===== config.mk =====
export PLATFORM = sky130hd
export DESIGN_NAME = wb_timer_mc_flat
export DESIGN_NICKNAME = d
export VERILOG_FILES = /design/src/rtl/wb_timer_mc_pkg.sv /design/src/rtl/wb_if.sv /design/src/rtl/wb_timer_mc_chan.sv /design/src/rtl/wb_timer_mc.sv /design/src/flat_wrapper.sv
export SDC_FILE = /design/constraint.sdc
export NUM_CORES = 1
export LEC_CHECK = 0
export ABC_AREA = 1
export CELL_PAD_IN_SITES_DETAIL_PLACEMENT = 0
export CELL_PAD_IN_SITES_GLOBAL_PLACEMENT = 1
export CORE_MARGIN = 2
export CORE_UTILIZATION = 47
export CTS_BUF_LIST = sky130_fd_sc_hd__clkbuf_4
export CTS_CLUSTER_DIAMETER = 100
export CTS_CLUSTER_SIZE = 14
export DETAILED_ROUTE_END_ITERATION = 10
export PLACE_DENSITY_LB_ADDON = 0.1
export REMOVE_ABC_BUFFERS = 1
export SKIP_LAST_GASP = 1
export SYNTH_ARGS = -nofsm -noshare
export SYNTH_HDL_FRONTEND = slang
export SYNTH_SLANG_ARGS = --single-unit

===== constraint.sdc =====
create_clock -name clk -period 4.1 [get_ports clk]
set_input_delay 0.41 -clock clk [delete_from_list [all_inputs] [get_ports clk]]
set_output_delay 0.41 -clock clk [all_outputs]
set_load 0.03 [all_outputs]

===== src/rtl/wb_timer_mc_pkg.sv =====
// Shared register offsets, channel types and byte-lane helpers for wb_timer_mc.
`timescale 1ns/1ps
package wb_timer_mc_pkg;

  localparam logic [7:0] GCTRL_O    = 8'h00;
  localparam logic [7:0] PRESC_O    = 8'h04;
  localparam logic [7:0] IRQ_STAT_O = 8'h08;
  localparam logic [7:0] IRQ_EN_O   = 8'h0C;
  localparam logic [7:0] CH_BASE_O  = 8'h10;
  localparam logic [7:0] CH_STRIDE  = 8'h10;

  // Word index inside one channel's 16-byte slot
  localparam logic [1:0] CH_LOAD_R  = 2'd0;
  localparam logic [1:0] CH_COUNT_R = 2'd1;
  localparam logic [1:0] CH_CTRL_R  = 2'd2;

  typedef enum logic [1:0] {
    CH_IDLE,
    CH_ARM,
    CH_RUN
  } ch_state_e;

  typedef struct packed {
    logic periodic;
    logic en;
  } ch_ctrl_t;

  function automatic logic [31:0] be_mask(input logic [3:0] sel);
    return {{8{sel[3]}}, {8{sel[2]}}, {8{sel[1]}}, {8{sel[0]}}};
  endfunction

  function automatic logic [31:0] be_merge(input logic [31:0] old_v,
                                           input logic [31:0] new_v,
                                           input logic [3:0]  sel);
    return (old_v & ~be_mask(sel)) | (new_v & be_mask(sel));
  endfunction

endpackage


===== src/rtl/wb_if.sv =====
// Pipelined Wishbone bus bundle, 32-bit data with byte selects.
`timescale 1ns/1ps
interface wb_if;
  logic [31:0] adr;
  logic [31:0] dat_m;
  logic [31:0] dat_s;
  logic [3:0]  sel;
  logic        we;
  logic        stb;
  logic        cyc;
  logic        ack;
  logic        stall;
  logic        err;

  modport slave (
    input  adr, dat_m, we, sel, stb, cyc,
    output dat_s, ack, stall, err
  );

  modport master (
    output adr, dat_m, we, sel, stb, cyc,
    input  dat_s, ack, stall, err
  );
endinterface


===== src/rtl/wb_timer_mc_chan.sv =====
// One countdown channel: IDLE -> ARM -> RUN, one-shot or periodic, expiry pulse on tick at zero.
`timescale 1ns/1ps
module wb_timer_mc_chan
  import wb_timer_mc_pkg::*;
#(
  parameter int unsigned CNT_W = 32
) (
  input  logic             clk,
  input  logic             rst,
  input  logic             i_tick,
  input  logic             i_load_wr,
  input  logic             i_ctrl_wr,
  input  ch_ctrl_t         i_ctrl_wdata,
  input  logic [CNT_W-1:0] i_load_wdata,
  output logic [CNT_W-1:0] o_count,
  output logic [CNT_W-1:0] o_load,
  output ch_ctrl_t         o_ctrl,
  output logic             o_expire
);

  ch_state_e        r_state;
  ch_state_e        w_state_nxt;
  logic [CNT_W-1:0] r_count;
  logic [CNT_W-1:0] w_count_nxt;
  logic [CNT_W-1:0] r_load;
  ch_ctrl_t         r_ctrl;
  ch_ctrl_t         w_ctrl_nxt;

  always_ff @(posedge clk) begin
    if (rst) begin
      r_state <= CH_IDLE;
      r_count <= '0;
      r_load  <= '0;
      r_ctrl  <= '0;
    end else begin
      r_state <= w_state_nxt;
      r_count <= w_count_nxt;
      r_ctrl  <= w_ctrl_nxt;
      if (i_load_wr) begin
        r_load <= i_load_wdata;
      end
    end
  end

  always_comb begin
    w_state_nxt = r_state;
    w_count_nxt = r_count;
    w_ctrl_nxt  = r_ctrl;
    o_expire    = 1'b0;

    unique case (r_state)
      CH_IDLE: ;
      CH_ARM: begin
        w_count_nxt = r_load;
        w_state_nxt = CH_RUN;
      end
      CH_RUN: begin
        if (i_tick) begin
          if (r_count != '0) begin
            w_count_nxt = r_count - CNT_W'(1);
          end else begin
            o_expire = 1'b1;
            if (r_ctrl.periodic) begin
              w_count_nxt = r_load;
            end else begin
              w_ctrl_nxt.en = 1'b0;
              w_state_nxt   = CH_IDLE;
            end
          end
        end
      end
      default: w_state_nxt = CH_IDLE;
    endcase

    // A control write overrides the state move but leaves any expiry/count update of this cycle intact
    if (i_ctrl_wr) begin
      w_ctrl_nxt  = i_ctrl_wdata;
      w_state_nxt = i_ctrl_wdata.en ? CH_ARM : CH_IDLE;
    end
  end

  assign o_count = r_count;
  assign o_load  = r_load;
  assign o_ctrl  = r_ctrl;

endmodule


===== src/rtl/wb_timer_mc.sv =====
// Multi-channel Wishbone timer: bus decode, shared prescaler, IRQ status/enable and read mux.
`timescale 1ns/1ps
module wb_timer_mc
  import wb_timer_mc_pkg::*;
#(
  parameter int unsigned NUM_CH  = 4,
  parameter int unsigned CNT_W   = 32,
  parameter int unsigned PRESC_W = 16
) (
  input  logic              clk,
  input  logic              rst,
  wb_if.slave               wb,
  output logic              irq,
  output logic [NUM_CH-1:0] irq_ch
);

  localparam logic [7:0] CH_SPAN = 8'(CH_STRIDE * NUM_CH);

  logic               w_req;
  logic               w_wr;
  logic [7:0]         w_off;
  logic [7:0]         w_ch_rel;
  logic [2:0]         w_ch_idx;
  logic [1:0]         w_ch_reg;
  logic               w_ch_hit;
  logic [31:0]        w_rdata;
  logic               w_tick;
  logic               w_presc_wr;
  logic [NUM_CH-1:0]  w_stat_clr;
  logic [NUM_CH-1:0]  w_expire;
  logic [NUM_CH-1:0]  w_load_wr;
  logic [NUM_CH-1:0]  w_ctrl_wr;
  logic [CNT_W-1:0]   w_count      [NUM_CH];
  logic [CNT_W-1:0]   w_load       [NUM_CH];
  logic [CNT_W-1:0]   w_load_wdata [NUM_CH];
  ch_ctrl_t           w_ctrl       [NUM_CH];
  logic               w_unused;

  logic               r_ack;
  logic [31:0]        r_dat;
  logic               r_gen;
  logic [PRESC_W-1:0] r_presc;
  logic [PRESC_W-1:0] r_presc_cnt;
  logic [NUM_CH-1:0]  r_stat;
  logic [NUM_CH-1:0]  r_en;
  logic [NUM_CH-1:0]  r_irq_ch;
  logic               r_irq;

  assign w_req    = wb.stb & wb.cyc;
  assign w_wr     = w_req & wb.we;
  assign w_off    = {wb.adr[7:2], 2'b00};
  assign w_ch_rel = w_off - CH_BASE_O;
  assign w_ch_idx = w_ch_rel[6:4];
  assign w_ch_reg = w_ch_rel[3:2];
  assign w_ch_hit = (w_off >= CH_BASE_O) && (w_ch_rel < CH_SPAN);
  assign w_unused = ^{wb.adr[31:8], wb.adr[1:0], w_ch_rel[7], w_ch_rel[1:0]};

  assign w_presc_wr = w_wr && (w_off == PRESC_O);
  assign w_stat_clr = (w_wr && (w_off == IRQ_STAT_O))
                      ? NUM_CH'(wb.dat_m & be_mask(wb.sel)) : '0;
  assign w_tick     = r_gen && (r_presc_cnt == r_presc);

  for (genvar i = 0; i < NUM_CH; i++) begin : g_ch
    logic w_sel_ch;
    assign w_sel_ch        = w_wr && w_ch_hit && (w_ch_idx == 3'(i));
    assign w_load_wr[i]    = w_sel_ch && (w_ch_reg == CH_LOAD_R);
    assign w_ctrl_wr[i]    = w_sel_ch && (w_ch_reg == CH_CTRL_R) && wb.sel[0];
    assign w_load_wdata[i] = CNT_W'(be_merge(32'(w_load[i]), wb.dat_m, wb.sel));

    wb_timer_mc_chan #(.CNT_W(CNT_W)) u_chan (
      .clk          (clk),
      .rst          (rst),
      .i_tick       (w_tick),
      .i_load_wr    (w_load_wr[i]),
      .i_ctrl_wr    (w_ctrl_wr[i]),
      .i_ctrl_wdata (ch_ctrl_t'(wb.dat_m[1:0])),
      .i_load_wdata (w_load_wdata[i]),
      .o_count      (w_count[i]),
      .o_load       (w_load[i]),
      .o_ctrl       (w_ctrl[i]),
      .o_expire     (w_expire[i])
    );
  end

  always_comb begin
    w_rdata = '0;
    if (w_ch_hit) begin
      for (int unsigned c = 0; c < NUM_CH; c++) begin
        if (w_ch_idx == 3'(c)) begin
          unique case (w_ch_reg)
            CH_LOAD_R:  w_rdata = 32'(w_load[c]);
            CH_COUNT_R: w_rdata = 32'(w_count[c]);
            CH_CTRL_R:  w_rdata = 32'(w_ctrl[c]);
            default:    w_rdata = '0;
          endcase
        end
      end
    end else begin
      unique case (w_off)
        GCTRL_O:    w_rdata = 32'(r_gen);
        PRESC_O:    w_rdata = 32'(r_presc);
        IRQ_STAT_O: w_rdata = 32'(r_stat);
        IRQ_EN_O:   w_rdata = 32'(r_en);
        default:    w_rdata = '0;
      endcase
    end
  end

  always_ff @(posedge clk) begin
    if (rst) begin
      r_ack       <= 1'b0;
      r_dat       <= '0;
      r_gen       <= 1'b0;
      r_presc     <= '0;
      r_presc_cnt <= '0;
      r_stat      <= '0;
      r_en        <= '0;
      r_irq_ch    <= '0;
      r_irq       <= 1'b0;
    end else begin
      r_ack <= w_req;
      r_dat <= (w_req && !wb.we) ? w_rdata : '0;

      if (!r_gen || w_presc_wr || w_tick) begin
        r_presc_cnt <= '0;
      end else begin
        r_presc_cnt <= r_presc_cnt + PRESC_W'(1);
      end

      // Expiry is OR-ed in after the clear so a same-cycle set wins
      r_stat   <= (r_stat & ~w_stat_clr) | w_expire;
      r_irq_ch <= r_stat & r_en;
      r_irq    <= |(r_stat & r_en);

      if (w_wr && (w_off == GCTRL_O) && wb.sel[0]) begin
        r_gen <= wb.dat_m[0];
      end
      if (w_presc_wr) begin
        r_presc <= PRESC_W'(be_merge(32'(r_presc), wb.dat_m, wb.sel));
      end
      if (w_wr && (w_off == IRQ_EN_O)) begin
        r_en <= NUM_CH'(be_merge(32'(r_en), wb.dat_m, wb.sel));
      end
    end
  end

  assign wb.ack   = r_ack;
  assign wb.dat_s = r_dat;
  assign wb.stall = 1'b0;
  assign wb.err   = 1'b0;
  assign irq      = r_irq;
  assign irq_ch   = r_irq_ch;

endmodule


===== src/flat_wrapper.sv =====
// flat-port wrapper written by rule: the top's interface ports become plain ports
module wb_timer_mc_flat import wb_timer_mc_pkg::*;
#(
  parameter int unsigned NUM_CH  = 4,
  parameter int unsigned CNT_W   = 32,
  parameter int unsigned PRESC_W = 16
)
  (clk, rst, irq, irq_ch, wb_adr, wb_dat_m, wb_we, wb_sel, wb_stb, wb_cyc, wb_dat_s, wb_ack, wb_stall, wb_err);
  wb_if wb_i ();
  input  logic clk;
  input  logic rst;
  output logic irq;
  output logic [NUM_CH-1:0] irq_ch;
  input wire logic [$bits(wb_i.adr)-1:0] wb_adr;
  input wire logic [$bits(wb_i.dat_m)-1:0] wb_dat_m;
  input wire logic [$bits(wb_i.we)-1:0] wb_we;
  input wire logic [$bits(wb_i.sel)-1:0] wb_sel;
  input wire logic [$bits(wb_i.stb)-1:0] wb_stb;
  input wire logic [$bits(wb_i.cyc)-1:0] wb_cyc;
  output wire logic [$bits(wb_i.dat_s)-1:0] wb_dat_s;
  output wire logic [$bits(wb_i.ack)-1:0] wb_ack;
  output wire logic [$bits(wb_i.stall)-1:0] wb_stall;
  output wire logic [$bits(wb_i.err)-1:0] wb_err;
  assign wb_i.adr = wb_adr;
  assign wb_i.dat_m = wb_dat_m;
  assign wb_i.we = wb_we;
  assign wb_i.sel = wb_sel;
  assign wb_i.stb = wb_stb;
  assign wb_i.cyc = wb_cyc;
  assign wb_dat_s = wb_i.dat_s;
  assign wb_ack = wb_i.ack;
  assign wb_stall = wb_i.stall;
  assign wb_err = wb_i.err;
  wb_timer_mc #(.NUM_CH(NUM_CH), .CNT_W(CNT_W), .PRESC_W(PRESC_W)) u_core (.clk(clk), .rst(rst), .wb(wb_i), .irq(irq), .irq_ch(irq_ch));
endmodule

==> impl_metrics.py <==
metrics = {
    "outcome": {
        "status": "completed",
    },
    "final_layout": {
        "layout_common_cells": "655 x nand2_1, 596 x nor2_1, 351 x inv_1, 351 x dfxtp_1, 304 x o21ai_0",
        "final_common_cell": "nand2_1",
        "drive_gt1_share_pct": 2.80,
        "finalCoreUtilization_pct": 51.4,
        "syn_to_final_growth_pct": 7.63,
        "fin_nets": 3217,
    },
    "sta": {
        "setup_viol": 0,
        "clock_skew_ns": 0.0633,
        "finalHoldViolCount": 0,
        "tightest_slew_ns": 1.09,
        "slew_viol_final": 0,
        "rsz0062_at_grt": "false",
        "fin_crit_sh_pct": 77.3,
        "fin_ws_ns": 0.932,
        "fin_crit_ns": 3.17,
        "max_freq_mhz": 316,
        "slew_headroom_pct": 27.1,
    },
    "min_path": {
        "worstHoldPathType": "in2reg",
        "whs_endpoint": "u_core.wb.ack",
        "hold_depth": 3,
        "worstHoldStart": "wb_cyc",
    },
    "global_route": {
        "grt_util_met1_pct": 44.5,
        "grt.met3_usage_pct": 3.43,
        "busiest_layer": "met2",
        "grt_pass1_wl_mm": 110,
        "track_usage_pct": 32.7,
        "grt_max_degree": 111,
        "grt_pass1_vias": 18800,
        "antenna_found_initial": 1,
        "grt_overflow": 0,
        "met2_usage_pct": 52.5,
    },
    "logic_synthesis": {
        "ys_seq_area_share_pct": 35.9,
        "async_flop_share_pct": 0,
        "ys_warn_count": 0,
        "synth_area_um2": 19600,
        "synth_flop_cell": "dfxtp_1",
        "ys_seq_elements": 351,
        "synth_edf_count": 0,
        "synthDistinctLibCells": 43,
        "synth_area_per_cell_um2": 6.26,
        "syn_inst": 3126,
    },
    "worst_setup_path": {
        "path_class": "reg2reg",
        "crit_required_ns": 4.84,
        "crit_arrival_ns": 3.91,
        "r2r-start": "u_core.g_ch[2].u_chan.o_count[0]",
        "path_max_fanout": 64,
        "ff2ff_path_depth": 12,
        "rr_endpoint": "u_core.g_ch[2].u_chan.o_count[27]",
        "crit_path_end_kind": "register",
        "start_kind": "register",
        "r2r_slack_ns": 0.93,
    },
    "route": {
        "drtIter0Drc": 2076,
        "vias": 20800,
        "drt_pass1_iterations": 8,
        "routed_wl_mm": 73.3,
        "avgViaCountPerCell": 5.67,
        "remaining_drc_errors": 0,
        "wl_per_cell_um": 20.0,
        "ant_nets": 0,
    },
    "pwr": {
        "internal_power_mw": 3.86,
        "switchingPower_mw": 1.49,
        "power_density_nw_per_um2": 254,
        "p_leak_nw": 9.63,
        "p_clk_share_pct": 29.0,
        "power_frac_seq_pct": 63.9,
        "vdd_drop_max_v": 0.000220,
        "switching_share_pct": 27.9,
        "power_frac_comb_pct": 7.1,
    },
    "cts": {
        "cts_made_buffers": 29,
        "clk_latency_ns": 0.86,
        "cts.clk_slew.worst_paths_ns": 0.18,
        "htreeDepth": 1,
        "cts_buffer_depth": 3,
        "root_buffer": "clkbuf_4",
        "cts_num_sinks": 351,
        "cts_tree": "yes",
        "post_cts_buffers": 0,
    },
    "job": {
        "cap_violations": 0,
    },
    "floorplan": {
        "die-area_um2": 43300,
        "rows": 74,
        "io_pins": 113,
        "die_x_um": 208,
        "coreArea_um2": 41000,
        "initial_core_util_pct": 47.7,
        "fp.dieH_um": 208,
    },
    "placed_design": {
        "place_hpwl_mm": 54.1,
        "finalWeightedCongestion": 0.917,
        "dp_slack_ns": 0.865,
        "port_buffers": 84,
    },
}
[stage by stage]
step | std cells | hold slack (ns) | TNS [ns] | cell area [um2] | power [mW]
4_1_cts | 3671 | 0.0573 | 0 | 21100 | 5.38
3_3_place_gp | 3638 | 0.453 | 0 | 20800 | 3.86
6_report | 3672 | 0.113 | 0 | 21100 | 5.35
3_5_place_dp | 3638 | 0.458 | 0 | 20800 | 3.86
2_1_floorplan | 2986 | 0.440 | -19.83 | 19000 | 3.65
5_1_grt | 3672 | 0.141 | 0 | 21100 | 5.52
[how the worst max path moves through the flow]
stage | from | to | slack (ns) | cells after the start
5_1_grt | u_core.g_ch[1].u_chan.o_count[0] | u_core.g_ch[1].u_chan.o_count[21] | 0.73 | 13
6_report | u_core.g_ch[2].u_chan.o_count[0] | u_core.g_ch[2].u_chan.o_count[27] | 0.93 | 12
3_3_place_gp | wb_adr[6] | register | 0.96 | 13
3_5_place_dp | wb_adr[2] | register | 0.87 | 8
4_1_cts | u_core.g_ch[1].u_chan.o_count[0] | u_core.g_ch[1].u_chan.o_count[26] | 0.97 | 13
2_1_floorplan | rst | u_core.r_presc_cnt[11] | -1.21 | 3
[synthesized netlist by cell type, types with 2 or more instances]
cell type    n  area (um2)
xor2_1      82         718
buf_1        7        26.3
o221ai_1     5        43.8
a31oi_1     10        62.6
and2_1       2        12.5
nor2_1     598        2240
o211ai_1     5        37.5
nand4_1     39         244
o21ai_0    304        1520
inv_1      351        1320
o2111ai_1    3        26.3
nor4_2       2        25.0
nor3_1      41         205
nand3_1    106         531
a41oi_1     13         114
a211oi_1     8        60.1
clkbuf_1    94         353
nor4_1       4        25.0
a221oi_1    16         140
a21oi_1    257        1290
buf_4        2        15.0
xnor2_1      3        26.3
o21ai_1      3        15.0
o21bai_1     2        15.0
clkinv_1     2        7.51
dfxtp_1    351        7030
nand2_1    659        2470
nor2_2       2        12.5
ha_1         6        75.1
a22oi_1      2        15.0
or2_2        2        12.5
nor3b_1      3        22.5
o22ai_1     96         601
buf_2       37         185
[power by group through the flow]
stage               Combinational [mW]  Clock [mW]  Sequential (mW)
finish                           0.382        1.55             3.42
global route                     0.399        1.70             3.42
CTS                              0.376        1.59             3.42
detailed placement               0.374           0             3.49
global placement                 0.373           0             3.49
floorplan                        0.154           0             3.50
[cells by family (layout without fill, tap and decap cells)]
group,Yosys count,in the layout,synth area share [%]
AO/OA/AOI/OAI,728,728,20.3
flip-flops,351,351,35.9
adder cells (fa/ha/maj),6,6,0.383
AND/OR/NAND/NOR,1460,1460,29.9
other,1,3,0.0191
buffers and inverters,495,507,9.77
XOR/XNOR,85,85,3.80
[layer usage]
layer / vias to the layer above / share of wire (%)
met2: 785 / 44
met5: - / 0
met4: 0 / 5.2
met1: 9710 / 44
met3: 160 / 6.4
li1: 10200 / -
[what timing repair did]
item	4_1_cts	5_1_grt
endpoints found under the hold margin	1	0
resized for setup	0	0
hold buffers	1	0
[area by class of cell]
cell class,instances,area [um2]
inverter,354,1330
sequential,351,7030
clock inverter,2,20.0
multi-input combinational,2281,10700
tap,532,666
timing repair buffer,121,1130
fill,4381,19900
clock buffer,30,225
antenna,1,2.50
[worst max-delay path, stage by stage, from the launching register on]
cell and delay (ns):
dfxtp_1 0.36, inv_1 0.12, ha_1 0.31, nand2_1 0.15
nor2_1 0.34, nand3_1 0.17, nor3_1 0.48, nand3_1 0.17
nand2_2 0.10, buf_4 0.55, nand2_1 0.12, nand2_1 0.09
nor2_1 0.04
Power figures use the tool's default switching activity.
